File: src/rtl/move_input_ctrl_pkg.sv
// rtl/move_input_ctrl_pkg.sv - shared frogger move constants
// Purpose: direction and move-FSM encodings shared by the move input slice,
//          plus a priority picker over the debounced direction levels.
// Ports:   none (package).
package move_input_ctrl_pkg;

  // Direction codes double as bit positions in the 4-bit level/pulse vectors.
  typedef enum logic [1:0] {
    DIR_UP    = 2'd0,
    DIR_DOWN  = 2'd1,
    DIR_LEFT  = 2'd2,
    DIR_RIGHT = 2'd3
  } dir_t;

  typedef enum logic [1:0] {
    ST_IDLE   = 2'd0,
    ST_DELAY  = 2'd1,
    ST_REPEAT = 2'd2
  } mv_state_t;

  // Up > Down > Left > Right; callers only use the result when some bit is set.
  function automatic dir_t pick_dir(input logic [3:0] lvl);
    if (lvl[DIR_UP])        return DIR_UP;
    else if (lvl[DIR_DOWN]) return DIR_DOWN;
    else if (lvl[DIR_LEFT]) return DIR_LEFT;
    else                    return DIR_RIGHT;
  endfunction

  function automatic logic [3:0] dir_onehot(input dir_t d);
    return 4'b0001 << d;
  endfunction

endpackage

File: src/rtl/move_input_ctrl_if.sv
// rtl/move_input_ctrl_if.sv - debounced direction / move pulse bundle
// Purpose: carries debounced direction levels and the move enable into the
//          move FSM, and the registered move pulses back out.
// Signals: dir_lvl[3:0] debounced levels indexed by dir_t
//          move_en      game accepts moves
//          mvt[3:0]     single-cycle move pulses indexed by dir_t
interface move_input_ctrl_if;
  import move_input_ctrl_pkg::*;

  logic [3:0] dir_lvl;
  logic       move_en;
  logic [3:0] mvt;

  modport master (output dir_lvl, output move_en, input  mvt);
  modport slave  (input  dir_lvl, input  move_en, output mvt);
endinterface

File: src/rtl/move_input_ctrl_debounce.sv
// rtl/move_input_ctrl_debounce.sv - 2-flop synchronizer plus debounce filter
// Purpose: synchronizes one raw button and only follows a new level after it
//          has been stable for c_DEBOUNCE_LIMIT cycles (c_DEBOUNCE_LIMIT >= 2).
// Ports:   i_Clk, i_Rst_L (async active-low), i_Raw raw button,
//          o_Level debounced level (registered).
module debounce_filter #(
  parameter int c_DEBOUNCE_LIMIT = 250000
) (
  input  logic i_Clk,
  input  logic i_Rst_L,
  input  logic i_Raw,
  output logic o_Level
);
  localparam int CW = $clog2(c_DEBOUNCE_LIMIT);
  localparam logic [CW-1:0] LP_LAST = CW'(c_DEBOUNCE_LIMIT - 1);

  logic          r_sync1;
  logic          r_sync2;
  logic          r_level;
  logic [CW-1:0] r_cnt;

  always_ff @(posedge i_Clk or negedge i_Rst_L) begin
    if (!i_Rst_L) begin
      r_sync1 <= 1'b0;
      r_sync2 <= 1'b0;
      r_level <= 1'b0;
      r_cnt   <= '0;
    end else begin
      r_sync1 <= i_Raw;
      r_sync2 <= r_sync1;
      if (r_sync2 == r_level) begin
        r_cnt <= '0;
      end else if (r_cnt == LP_LAST) begin
        r_level <= r_sync2;
        r_cnt   <= '0;
      end else begin
        r_cnt <= r_cnt + CW'(1);
      end
    end
  end

  assign o_Level = r_level;
endmodule

File: src/rtl/move_input_ctrl_fsm.sv
// rtl/move_input_ctrl_fsm.sv - move pulse FSM with hold-to-repeat
// Purpose: latches the highest-priority direction on a press, pulses once,
//          then auto-repeats after c_REPEAT_DELAY and every c_REPEAT_PERIOD
//          cycles while that direction stays held (c_REPEAT_PERIOD <= c_REPEAT_DELAY).
// Ports:   i_Clk, i_Rst_L (async active-low), bus (slave: dir_lvl, move_en in; mvt out).
module move_input_ctrl_fsm
  import move_input_ctrl_pkg::*;
#(
  parameter int c_REPEAT_DELAY  = 12500000,
  parameter int c_REPEAT_PERIOD = 5000000
) (
  input  logic               i_Clk,
  input  logic               i_Rst_L,
  move_input_ctrl_if.slave   bus
);
  localparam int CW = $clog2(c_REPEAT_DELAY);
  localparam logic [CW-1:0] LP_DELAY_LAST  = CW'(c_REPEAT_DELAY - 1);
  localparam logic [CW-1:0] LP_PERIOD_LAST = CW'(c_REPEAT_PERIOD - 1);

  mv_state_t     r_state;
  dir_t          r_dir;
  logic [CW-1:0] r_cnt;
  logic [3:0]    r_mvt;

  always_ff @(posedge i_Clk or negedge i_Rst_L) begin
    if (!i_Rst_L) begin
      r_state <= ST_IDLE;
      r_dir   <= DIR_UP;
      r_cnt   <= '0;
      r_mvt   <= '0;
    end else begin
      r_mvt <= '0;
      if (!bus.move_en) begin
        // Disabling moves abandons any press in progress, including a due pulse.
        r_state <= ST_IDLE;
        r_cnt   <= '0;
      end else begin
        case (r_state)
          ST_IDLE: begin
            if (|bus.dir_lvl) begin
              r_dir   <= pick_dir(bus.dir_lvl);
              r_mvt   <= dir_onehot(pick_dir(bus.dir_lvl));
              r_cnt   <= '0;
              r_state <= ST_DELAY;
            end
          end
          ST_DELAY: begin
            if (!bus.dir_lvl[r_dir]) begin
              r_state <= ST_IDLE;
            end else if (r_cnt == LP_DELAY_LAST) begin
              r_mvt   <= dir_onehot(r_dir);
              r_cnt   <= '0;
              r_state <= ST_REPEAT;
            end else begin
              r_cnt <= r_cnt + CW'(1);
            end
          end
          ST_REPEAT: begin
            if (!bus.dir_lvl[r_dir]) begin
              r_state <= ST_IDLE;
            end else if (r_cnt == LP_PERIOD_LAST) begin
              r_mvt <= dir_onehot(r_dir);
              r_cnt <= '0;
            end else begin
              r_cnt <= r_cnt + CW'(1);
            end
          end
          default: r_state <= ST_IDLE;
        endcase
      end
    end
  end

  assign bus.mvt = r_mvt;
endmodule

File: src/rtl/move_input_ctrl.sv
// rtl/move_input_ctrl.sv - frog button input controller
// Purpose: debounces four direction buttons and start, produces single-cycle
//          move pulses with auto-repeat and a single-cycle game start pulse.
// Ports:   i_Clk, i_Rst_L (async active-low)
//          i_Up/Down/Left/Right_Btn, i_Start_Btn raw buttons (high = pressed)
//          i_Move_En  moves accepted
//          o_Up/Down/Left/Right_Mvt move pulses, o_Game_Start start pulse
module move_input_ctrl
  import move_input_ctrl_pkg::*;
#(
  parameter int c_DEBOUNCE_LIMIT = 250000,
  parameter int c_REPEAT_DELAY   = 12500000,
  parameter int c_REPEAT_PERIOD  = 5000000
) (
  input  logic i_Clk,
  input  logic i_Rst_L,
  input  logic i_Up_Btn,
  input  logic i_Down_Btn,
  input  logic i_Left_Btn,
  input  logic i_Right_Btn,
  input  logic i_Start_Btn,
  input  logic i_Move_En,
  output logic o_Up_Mvt,
  output logic o_Down_Mvt,
  output logic o_Left_Mvt,
  output logic o_Right_Mvt,
  output logic o_Game_Start
);
  logic [3:0] w_raw_dir;
  logic [3:0] w_dir_lvl;
  logic       w_start_lvl;
  logic       r_start_lvl_d;
  logic       r_game_start;

  move_input_ctrl_if u_bus ();

  assign w_raw_dir = {i_Right_Btn, i_Left_Btn, i_Down_Btn, i_Up_Btn};

  for (genvar g = 0; g < 4; g++) begin : g_dir_db
    debounce_filter #(.c_DEBOUNCE_LIMIT(c_DEBOUNCE_LIMIT)) u_db (
      .i_Clk   (i_Clk),
      .i_Rst_L (i_Rst_L),
      .i_Raw   (w_raw_dir[g]),
      .o_Level (w_dir_lvl[g])
    );
  end

  debounce_filter #(.c_DEBOUNCE_LIMIT(c_DEBOUNCE_LIMIT)) u_start_db (
    .i_Clk   (i_Clk),
    .i_Rst_L (i_Rst_L),
    .i_Raw   (i_Start_Btn),
    .o_Level (w_start_lvl)
  );

  assign u_bus.dir_lvl = w_dir_lvl;
  assign u_bus.move_en = i_Move_En;

  move_input_ctrl_fsm #(
    .c_REPEAT_DELAY  (c_REPEAT_DELAY),
    .c_REPEAT_PERIOD (c_REPEAT_PERIOD)
  ) u_fsm (
    .i_Clk   (i_Clk),
    .i_Rst_L (i_Rst_L),
    .bus     (u_bus)
  );

  // Start is edge-detected on the debounced level, independent of move_en.
  always_ff @(posedge i_Clk or negedge i_Rst_L) begin
    if (!i_Rst_L) begin
      r_start_lvl_d <= 1'b0;
      r_game_start  <= 1'b0;
    end else begin
      r_start_lvl_d <= w_start_lvl;
      r_game_start  <= w_start_lvl & ~r_start_lvl_d;
    end
  end

  assign o_Up_Mvt     = u_bus.mvt[DIR_UP];
  assign o_Down_Mvt   = u_bus.mvt[DIR_DOWN];
  assign o_Left_Mvt   = u_bus.mvt[DIR_LEFT];
  assign o_Right_Mvt  = u_bus.mvt[DIR_RIGHT];
  assign o_Game_Start = r_game_start;
endmodule

File: config.mk
export PLATFORM = sky130hd
export DESIGN_NAME = move_input_ctrl
export DESIGN_NICKNAME = d
export VERILOG_FILES = /design/src/rtl/move_input_ctrl_pkg.sv /design/src/rtl/move_input_ctrl_if.sv /design/src/rtl/move_input_ctrl_debounce.sv /design/src/rtl/move_input_ctrl_fsm.sv /design/src/rtl/move_input_ctrl.sv
export SDC_FILE = /design/constraint.sdc
export NUM_CORES = 1
export LEC_CHECK = 0
export BUFFER_PORTS_ARGS = -buffer_cell sky130_fd_sc_hd__buf_4
export CAP_MARGIN = 15
export CORE_UTILIZATION = 55
export DETAILED_ROUTE_END_ITERATION = 8
export PLACE_DENSITY = 0.71
export SYNTH_ARGS = -nofsm -noshare
export SYNTH_HDL_FRONTEND = slang
export SYNTH_SLANG_ARGS = --single-unit
export TNS_END_PERCENT = 50
File: constraint.sdc
create_clock -name i_Clk -period 3.6 [get_ports i_Clk]
set_clock_uncertainty 0.1 [all_clocks]
set_input_delay 0.18 -clock i_Clk [delete_from_list [all_inputs] [get_ports i_Clk]]
set_output_delay 0.18 -clock i_Clk [all_outputs]
set_load 0.01 [all_outputs]
==> impl_metrics.json <==
{
  "status": "finished clean",
  "synth_edf_count": 0,
  "hold_path.class": "in2reg",
  "rr_startpoint": "u_fsm.r_cnt[8]$_DFFE_PN0P_",
  "clock_path_buffers": 2,
  "grt_max_degree": 92,
  "worstSkewPairLatency_ns": 0.43,
  "gp_congestion": 0.880,
  "fp.coreArea_sq_mm": 0.0122,
  "cp.arrival_ns": 2.79,
  "crit_type": "reg2reg",
  "slew_headroom_pct": 45.4,
  "worst-slew-pin-transition_ns": 0.818,
  "path_cells": "nor4b_1 > and4_1 > a21boi_1 > buf_4 > o21ai_2 > buf_4 > o221ai_1",
  "hold_viol": 0,
  "async_reset_ff_share_pct": 100,
  "grt_pass1_wl_um": 24300,
  "placed_cells": 890,
  "grt.overflow.total": 0,
  "cts_sinks": 139,
  "cts_root_buffer": "clkbuf_16",
  "hp-start": "i_Move_En",
  "crit_path_start_kind": "flop",
  "crit_slowest_cell": "o21ai_2",
  "viasPerCell": 5.81,
  "fin_nets": 766,
  "synth-seq-cells": 139,
  "h-tree-depth": 4,
  "syn_area_sq_mm": 0.00699,
  "r2r-end": "u_fsm.r_cnt[22]$_DFFE_PN0P_",
  "syn_inst": 725,
  "crit_fanout": 22,
  "drv_cap": 0,
  "slew_violations": 0,
  "yosys-top-cells-area": "dfrtp_1 (50%), nor2_1 (6.8%), xnor2_1 (6.4%)",
  "dieHeight_um": 115,
  "power.ir.vdd_worst_mv": 0.325,
  "first_iter_violations": 368,
  "critPathRequiredTime_ns": 3.80,
  "syn-num-nets": 744,
  "vias": 5389,
  "wl_um": 14300,
  "finalCriticalPeriod_ns": 2.59,
  "initial_utilization_pct": 57.2,
  "setup_tns_ns": 0,
  "crit_top_cell": "buf_4",
  "grt_pass1_vias": 5185,
  "drive_above_1_share_pct": 8.42,
  "synth_top_flop_cell": "dfrtp_1",
  "seq_area_frac_synth_pct": 49.8,
  "post_cts_resized": 0,
  "avgSynthCellArea_sq_um": 9.64,
  "yosysWarnings": 0,
  "io_buffers": 12,
  "synth_cell_type_count": 52,
  "grt_antenna_before_repair": 0,
  "ant_nets": 0,
  "setup_viol": 0,
  "hpwl_um": 9290,
  "cts_tree": "done",
  "r2r_slack_ns": 1.01,
  "synth.largest_area_cell": "dfrtp_1",
  "fin_crit_sh_pct": 72.0,
  "clkTransAtPathRegs_ns": 0.06,
  "avgRoutedWirePerCell_um": 15.4,
  "critPathCaptureType": "flop",
  "fin_util_pct": 64.9,
  "rsz0062_at_grt": "false",
  "rows": 40,
  "die_area_sq_mm": 0.0132,
  "post-route-drc-count": 0,
  "max_stage_delay_ns": 0.47,
  "whs_endpoint": "u_fsm.r_dir[1]$_DFFE_PN0P_",
  "area_delta_synth_final_pct": 13.3,
  "p_per_area_mw_per_mm2": 458,
  "ios": 13,
  "antenna_cells": 0,
  "whs_path_depth": 3,
  "firstDrtPassIters": 5,
  "synth_top_area_share_pct": 49.8,
  "grt_usage_pct": 23.8,
  "leakage_nw": 3.23,
  "instances_no_fill": 928,
  "hold_ws_ns": 0.0528,
  "numCtsBuffers": 17,
  "die_w_um": 115,
  "timing.fmax_ghz": 0.386,
  "rr_worst_depth": 7
}
routing by layer:
| layer | vias up | global-route usage (%) | routed length (um) |
|---|---|---|---|
| li1 | 2585 | - | - |
| met1 | 2674 | 31.0 | 6300 |
| met2 | 106 | 37.9 | 7080 |
| met3 | 24 | 6.59 | 618 |
| met4 | 0 | 10.1 | 266 |
| met5 | - | 0 | 0 |
cell type report:
cell class / instances / area, sq um
clock buffers: 26 / 509
fillers: 987 / 4290
clock inverters: 6 / 108
well taps: 168 / 210
multi-input cells: 545 / 3340
repair buffers: 25 / 206
inverters: 19 / 71.3
flip-flops and latches: 139 / 3480
layout by cell type (no fill, tap or decap), types with 19 or more instances in the layout:
master,instances
nand3_1,45
dfrtp_1,139
xor2_1,36
nor3_1,22
xnor2_1,51
o211ai_1,34
inv_1,19
nand2_1,68
nor2_1,127
registers in the layout (all words and copies together) (netlist names):
| signal | count |
|---|---|
| u_start_db.o_Level | 1 |
| u_fsm.bus.mvt | 4 |
| u_fsm.r_dir | 2 |
| g_dir_db.u_db.o_Level | 4 |
| u_start_db.r_sync1 | 1 |
| u_fsm.r_state | 2 |
| u_start_db.r_sync2 | 1 |
| g_dir_db.u_db.r_sync1 | 4 |
| u_start_db.r_cnt | 18 |
| r_start_lvl_d | 1 |
| u_fsm.r_cnt | 24 |
| g_dir_db.u_db.r_sync2 | 4 |
| o_Game_Start | 1 |
| g_dir_db.u_db.r_cnt | 72 |
repair_timing:
item,in CTS,in global routing
buffers inserted,0,0
hold buffers,6,0
endpoints found under the hold margin,94,0
power by group:
part	internal (mW)	switching (mW)
registers	1.59	0.0215
logic	0.0614	0.153
clock network	1.18	0.628
worst max-delay path: cells and delay by family (launching register included):
family          cells  cell delay, ns
compound gates      3            0.68
buf+inv             2            0.51
flops               1            0.44
simple gates        2            0.72
synthesized netlist by cell type (3+ instances only):
library cell	instances
dfrtp_1	139
nand2_1	68
inv_1	19
o21ai_1	3
nand3b_1	5
a21oi_1	5
nor2b_1	5
nor2_1	127
nand4_1	18
nand3_1	45
o221ai_1	3
nor3_1	22
buf_4	3
o211ai_1	34
xnor2_1	51
o2111ai_1	3
nor4_1	17
clkbuf_1	12
o21ai_0	10
buf_2	7
and2_1	3
and3_1	12
nor4b_1	5
xor2_1	36
or2_2	5
and4_1	8
nand2b_1	6
or3_1	3
mux2_2	5
ha_1	11
or4_1	6
per-stage QoR:
| step | worst slack (ns) | area (sq um) | power [mW] |
|---|---|---|---|
| after floorplan | 1.27 | 6990 | 1.76 |
| after global placement | 1.10 | 7240 | 1.83 |
| after detailed placement | 1.06 | 7240 | 1.84 |
| after CTS | 1.03 | 7920 | 3.66 |
| after global routing | 0.840 | 7920 | 3.76 |
| final | 1.01 | 7920 | 3.63 |
logic make-up after synthesis:
| logic type | after synthesis | share of synthesized area (%) |
|---|---|---|
| AO/OA/AOI/OAI | 75 | 7.89 |
| XOR/XNOR | 87 | 10.9 |
| adder cells (fa/ha/maj) | 11 | 1.97 |
| buffers and inverters | 41 | 2.49 |
| flip-flops | 139 | 49.8 |
| multiplexers | 7 | 1.27 |
| AND/OR/NAND/NOR | 365 | 25.7 |
worst max path at each step:
stage	cells past startpoint	end	slack [ns]	from
floorplan	9	u_fsm.r_cnt[17]$_DFFE_PN0P_	1.27	u_fsm.r_state[0]$_DFFE_PN0P_
global placement	7	u_fsm.r_cnt[22]$_DFFE_PN0P_	1.10	u_fsm.r_cnt[17]$_DFFE_PN0P_
detailed placement	7	u_fsm.r_cnt[22]$_DFFE_PN0P_	1.06	u_fsm.r_cnt[8]$_DFFE_PN0P_
CTS	7	u_fsm.r_cnt[22]$_DFFE_PN0P_	1.03	u_fsm.r_cnt[8]$_DFFE_PN0P_
global route	7	u_fsm.r_cnt[17]$_DFFE_PN0P_	0.84	u_fsm.r_cnt[11]$_DFFE_PN0P_
finish	7	u_fsm.r_cnt[22]$_DFFE_PN0P_	1.01	u_fsm.r_cnt[8]$_DFFE_PN0P_
Power figures use the tool's default switching activity.
